===== src/rtl/xcom_qctrl_pkg.sv =====
// Shared types and constants for the xcom reset/sync request initiator.
package xcom_qctrl_pkg;

    // Handshake phases: idle, request raised, waiting for ack release.
    typedef enum logic [1:0] {
        ST_IDLE = 2'd0,
        ST_REQ  = 2'd1,
        ST_REL  = 2'd2
    } qctrl_state_e;

    // Command opcodes from the xcom decoder.
    localparam logic [1:0] OP_QRST  = 2'b01;
    localparam logic [1:0] OP_QSYNC = 2'b10;

    // Error codes reported on err_code_o.
    localparam logic [1:0] ERR_NONE     = 2'b00;
    localparam logic [1:0] ERR_ACK_RISE = 2'b01;
    localparam logic [1:0] ERR_ACK_FALL = 2'b10;
    localparam logic [1:0] ERR_BAD_OP   = 2'b11;

endpackage


===== src/rtl/sync_reg.sv =====
// Two-flop synchronizer for DW-bit quasi-static signals.
module sync_reg #(
    parameter int DW = 32
) (
    input  logic [DW-1:0] dt_i,
    input  logic          clk_i,
    input  logic          rst_ni,
    output logic [DW-1:0] dt_o
);

    logic [DW-1:0] meta_q;
    logic [DW-1:0] sync_q;

    // Shift the input through two flops to settle metastability.
    // NOTE: sequential state is assigned with <= so both flops sample the pre-edge values.
    always_ff @(posedge clk_i or negedge rst_ni) begin
        if (!rst_ni) begin
            meta_q <= '0;
            sync_q <= '0;
        end else begin
            meta_q <= dt_i;
            sync_q <= meta_q;
        end
    end

    assign dt_o = sync_q;

endmodule


===== src/rtl/xcom_qctrl_req.sv =====
// Initiator side of the QICK reset/sync four-phase request handshake.
module xcom_qctrl_req
    import xcom_qctrl_pkg::*;
#(
    parameter int                SYNC_ACK = 0,
    parameter int                TOUT_W   = 16,
    parameter logic [TOUT_W-1:0] TIMEOUT  = 16'd50000,
    parameter int                CNT_W    = 8
) (
    input  logic             t_clk_i,
    input  logic             t_rst_i,
    input  logic             cmd_vld_i,
    input  logic [1:0]       cmd_op_i,
    output logic             cmd_rdy_o,
    output logic             qrst_req_o,
    output logic             qsync_req_o,
    input  logic             qrst_ack_i,
    output logic             busy_o,
    output logic             done_o,
    output logic             err_o,
    output logic [1:0]       err_code_o,
    output logic [CNT_W-1:0] done_cnt_o
);

    localparam logic [TOUT_W-1:0] TOUT_LAST = TIMEOUT - TOUT_W'(1);

    logic ack_s;

    // Ack is either taken as-is (same domain) or resynchronized.
    generate
        if (SYNC_ACK != 0) begin : g_ack_sync
            sync_reg #(.DW(1)) u_ack_sync (
                .dt_i   (qrst_ack_i),
                .clk_i  (t_clk_i),
                .rst_ni (!t_rst_i),
                .dt_o   (ack_s)
            );
        end else begin : g_ack_direct
            assign ack_s = qrst_ack_i;
        end
    endgenerate

    qctrl_state_e      state_q, state_d;
    logic [TOUT_W-1:0] tout_q, tout_d;
    logic              qrst_q, qrst_d;
    logic              qsync_q, qsync_d;
    logic              done_q, done_d;
    logic              err_q, err_d;
    logic [1:0]        code_q, code_d;
    logic [CNT_W-1:0]  cnt_q, cnt_d;
    logic              tout_hit;
    logic              accept;

    // A zero TIMEOUT means wait forever in REQ/REL.
    assign tout_hit  = (TIMEOUT != '0) && (tout_q == TOUT_LAST);
    assign cmd_rdy_o = (state_q == ST_IDLE) && !ack_s;
    assign accept    = cmd_vld_i && cmd_rdy_o;

    // Next-state, request levels, pulses, error code and completion count.
    always_comb begin
        // NOTE: every output of this block gets a default first, so no path can infer a latch.
        state_d = state_q;
        qrst_d  = qrst_q;
        qsync_d = qsync_q;
        done_d  = 1'b0;
        err_d   = 1'b0;
        code_d  = code_q;
        cnt_d   = cnt_q;

        unique case (state_q)
            ST_IDLE: begin
                if (accept) begin
                    code_d = ERR_NONE;
                    if (cmd_op_i == OP_QRST) begin
                        qrst_d  = 1'b1;
                        state_d = ST_REQ;
                    end else if (cmd_op_i == OP_QSYNC) begin
                        qsync_d = 1'b1;
                        state_d = ST_REQ;
                    end else begin
                        err_d  = 1'b1;
                        code_d = ERR_BAD_OP;
                    end
                end
            end
            ST_REQ: begin
                // Ack has priority over a timeout landing in the same cycle.
                if (ack_s) begin
                    qrst_d  = 1'b0;
                    qsync_d = 1'b0;
                    state_d = ST_REL;
                end else if (tout_hit) begin
                    qrst_d  = 1'b0;
                    qsync_d = 1'b0;
                    code_d  = ERR_ACK_RISE;
                    state_d = ST_REL;
                end
            end
            ST_REL: begin
                if (!ack_s) begin
                    state_d = ST_IDLE;
                    if (code_q == ERR_ACK_RISE) begin
                        err_d = 1'b1;
                    end else begin
                        done_d = 1'b1;
                        cnt_d  = cnt_q + 1'b1;
                    end
                end else if (tout_hit) begin
                    err_d   = 1'b1;
                    code_d  = ERR_ACK_FALL;
                    state_d = ST_IDLE;
                end
            end
            default: begin
                qrst_d  = 1'b0;
                qsync_d = 1'b0;
                state_d = ST_IDLE;
            end
        endcase

        // Phase timer restarts on every state change and idles at zero.
        if ((state_d != state_q) || (state_q == ST_IDLE)) begin
            tout_d = '0;
        end else begin
            tout_d = tout_q + 1'b1;
        end
    end

    // Register all state; reset is synchronous to t_clk_i.
    always_ff @(posedge t_clk_i) begin
        if (t_rst_i) begin
            state_q <= ST_IDLE;
            tout_q  <= '0;
            qrst_q  <= 1'b0;
            qsync_q <= 1'b0;
            done_q  <= 1'b0;
            err_q   <= 1'b0;
            code_q  <= ERR_NONE;
            cnt_q   <= '0;
        end else begin
            state_q <= state_d;
            tout_q  <= tout_d;
            qrst_q  <= qrst_d;
            qsync_q <= qsync_d;
            done_q  <= done_d;
            err_q   <= err_d;
            code_q  <= code_d;
            cnt_q   <= cnt_d;
        end
    end

    assign qrst_req_o  = qrst_q;
    assign qsync_req_o = qsync_q;
    assign busy_o      = (state_q != ST_IDLE);
    assign done_o      = done_q;
    assign err_o       = err_q;
    assign err_code_o  = code_q;
    assign done_cnt_o  = cnt_q;

endmodule


===== config.mk =====
export PLATFORM = sky130hd
export DESIGN_NAME = xcom_qctrl_req
export DESIGN_NICKNAME = d
export VERILOG_FILES = /design/src/rtl/xcom_qctrl_pkg.sv /design/src/rtl/sync_reg.sv /design/src/rtl/xcom_qctrl_req.sv
export SDC_FILE = /design/constraint.sdc
export NUM_CORES = 1
export LEC_CHECK = 0
export ABC_AREA = 0
export BUFFER_PORTS_ARGS = -buffer_cell sky130_fd_sc_hd__buf_2
export CORE_MARGIN = 2
export CORE_UTILIZATION = 55
export DETAILED_ROUTE_END_ITERATION = 8
export PLACE_DENSITY = 0.73
export SETUP_SLACK_MARGIN = 0.02
export SKIP_LAST_GASP = 1
export SLEW_MARGIN = 30
export SYNTH_ARGS = -nofsm -noshare
export SYNTH_HDL_FRONTEND = slang
export SYNTH_SLANG_ARGS = --single-unit

===== constraint.sdc =====
create_clock -name t_clk_i -period 2.41 [get_ports t_clk_i]
set_input_delay 0 -clock t_clk_i [delete_from_list [all_inputs] [get_ports t_clk_i]]
set_output_delay 0 -clock t_clk_i [all_outputs]
set_load 0.005 [all_outputs]

==> impl_metrics.py <==
metrics = {
    "yosys": {
        "synth-seq-area-share_pct": 35.5,
        "ys_top_cells_by_count": "32 x dfxtp_1, 19 x nor2_1, 11 x nand3_1, 11 x nor3_2, 11 x xor2_1",
        "synth_area_leaders": "dfxtp_1 35%, nor3_2 6.1%, ha_1 5.5%",
        "yosysUniqueCellTypes": 46,
        "netlist_area_um2": 1810,
        "synth_edf_count": 0,
        "async_flop_share_pct": 0,
        "yosysTopAreaCell": "dfxtp_1",
        "synth.most_common_cell": "dfxtp_1",
        "synth_nets": 201,
        "ys.warnings.count": 0,
        "synth_seq_cells": 32,
        "synth_cells": 187,
        "synthFlopType": "dfxtp_1",
        "avgSynthCellArea_um2": 9.65,
        "synth_top_area_share_pct": 35.5,
    },
    "route": {
        "firstDrtPassIters": 4,
        "routed_wl_um": 3420,
        "drcViolationCount": 0,
        "vias_per_cell": 5.56,
        "first_iter_violations": 65,
        "wl_per_cell_um": 13.5,
        "vias": 1411,
        "ant_nets": 0,
    },
    "sta": {
        "min_period_ns": 2.20,
        "rsz0062_at_grt": "false",
        "period_share_pct": 91.3,
        "skew_ns": 0.00756,
        "slew_violations": 0,
        "slew_headroom_pct": 61.3,
        "finalSetupTns_ns": 0,
        "timing.final.ws_setup_ns": 0.211,
        "fmax_ghz": 0.455,
        "worst_pin_slew_ns": 0.572,
        "setup_violations": 0,
        "hold_viol": 0,
    },
    "global_route": {
        "grt_pass1_wl_um": 5800,
        "track_usage_pct": 21.1,
        "grt_pass1_vias": 1342,
        "overflow": 0,
        "grt_max_degree": 17,
        "grt_antenna_before_repair": 0,
    },
    "finish": {
        "antenna_cells": 0,
        "nFillCells": 274,
        "final_cells": 254,
        "area_growth_pct": 10.8,
        "drive_gt1_share_pct": 26.2,
        "fin_nets": 223,
    },
    "worst_setup_path": {
        "end_kind": "flop",
        "critPathSlowestCell": "a211o_4",
        "cp_data_arrival_time_ns": 2.46,
        "worstSetupStartpointType": "flop",
        "slowest_delay_ns": 0.45,
        "cpMostUsedCell": "inv_1",
        "crit_required_ns": 2.67,
        "cp_cell_sequence": "inv_1 > ha_1 > inv_1 > nor3_2 > o211ai_2 > a211o_4 > nor3_1",
        "worstPathMaxFanout": 16,
        "crit_type": "flop to flop",
    },
    "floorplan": {
        "start_util_pct": 58.7,
        "die_x_um": 61.3,
        "pin_count": 22,
        "core_area_um2": 3080,
        "die_height_um": 61.3,
        "dieArea_um2": 3760,
        "num_rows": 20,
    },
    "hold_path": {
        "hp-class": "input port to flop",
    },
    "pwr": {
        "p_per_area_nw_per_um2": 531,
        "ir_worst_vdd_uv": 286,
        "leakage_uw": 0.000766,
        "finalPower_uw": 1060,
    },
    "placement": {
        "portBuffers": 21,
        "gp_congestion": 0.809,
        "dpl.cell_count": 245,
        "post-dp-hpwl_um": 2440,
        "post-place-ws_ns": 0.244,
    },
    "clocking": {
        "cts.sinks": 32,
        "insertion_delay_ns": 0.33,
        "cts_tree": "built",
        "cts_buffers": 5,
        "clk_pin_slew_ns": 0.10,
        "cts_setup_buffers": 0,
        "root_buffer": "clkbuf_4",
        "htree_levels": 2,
        "max-clock-path-buffers": 2,
    },
    "run": {
        "cap_violations": 0,
    },
    "status": {
        "status": "completed",
    },
}
-- state kept, by name (all words and copies together) (netlist names) --
register     count
done_o           1
qsync_req_o      1
err_code_o       2
err_o            1
state_q          2
done_cnt_o       8
tout_q          16
qrst_req_o       1
-- layout make-up --
type	count	area (um^2)	share of cell area, %
multi-input cells	139	1080	54.0
repair buffers	22	115	5.75
well taps	44	55.1	2.75
clock inverters	2	35.0	1.75
inverters	9	33.8	1.69
clock buffers	6	41.3	2.06
flip-flops and latches	32	641	32.0
-- cells in the final DEF (no fill, tap or decap), types with 2 or more instances in the layout --
cell type / instances
and3_1: 5
nand2_1: 8
nand2b_1: 2
nand4_1: 4
nor3_2: 11
clkbuf_4: 5
dfxtp_1: 32
nor3b_1: 2
buf_2: 21
xnor2_1: 10
ha_1: 8
nand3_1: 11
xor2_1: 11
nor3_1: 10
nor2_1: 19
a21oi_1: 5
nor2b_1: 4
and4bb_4: 2
o21ai_0: 3
inv_1: 9
-- worst max-delay path: cells and delay by family, from the launching register on --
family / cells / cell delay (ns)
compound gates: 2 / 0.56
simple gates: 2 / 0.47
flops: 1 / 0.39
fa+ha+maj: 1 / 0.39
buf+inv: 2 / 0.32
-- path summary, 6_finish.rpt --
| kind | startpoint | endpoint | slack, ns | depth (start not counted) |
|---|---|---|---|---|
| worst max-delay path | state_q[0] | tout_q[8] | 0.21 | 7 |
| worst min-delay path | t_rst_i | done_cnt_o[7] | 0.03 | 2 |
| worst max register to register | state_q[0] | tout_q[8] | 0.21 | 7 |
| worst min register to register | qsync_req_o | qsync_req_o | 0.48 | 2 |
-- kinds of logic (layout without fill, tap and decap cells) --
| group | Yosys count | in the layout | synth area share (%) |
|---|---|---|---|
| AO/OA/AOI/OAI | 21 | 21 | 12.1 |
| XOR/XNOR | 21 | 21 | 10.2 |
| adder cells (fa/ha/maj) | 8 | 8 | 5.54 |
| buffers and inverters | 16 | 39 | 4.71 |
| flip-flops | 32 | 32 | 35.5 |
| multiplexers | 1 | 1 | 0.554 |
| AND/OR/NAND/NOR | 88 | 88 | 31.4 |
-- timing repair --
action / CTS / global route
gates resized for setup: 0 / 0
hold endpoints to repair: 1 / 0
endpoints found under the setup margin: 0 / 0
hold buffers: 1 / 0
-- per-layer routing --
layer	vias up	track usage [%]	wire length, um
met4	0	8.39	50
met3	5	6.09	148
li1	704	-	-
met1	678	25.1	1520
met2	24	35.9	1700
met5	-	0	0
-- through the flow --
step	util (%)	hold WS, ns	area (um^2)
6_report	65.0	0.0284	2000
5_1_grt	65.0	0.0269	2000
4_1_cts	65.0	0.0144	2000
3_5_place_dp	62.2	0.309	1910
3_3_place_gp	62.2	0.295	1910
2_1_floorplan	-	0.0716	1810
-- report_power, final --
part / switching, uW / leakage (uW) / internal (uW)
clock: 188 / 0.0000422 / 217
sequential: 7.51 / 0.000258 / 537
combinational: 66.2 / 0.000465 / 45.5
total: 262 / 0.000766 / 800
(Power assumes the default switching activity.)
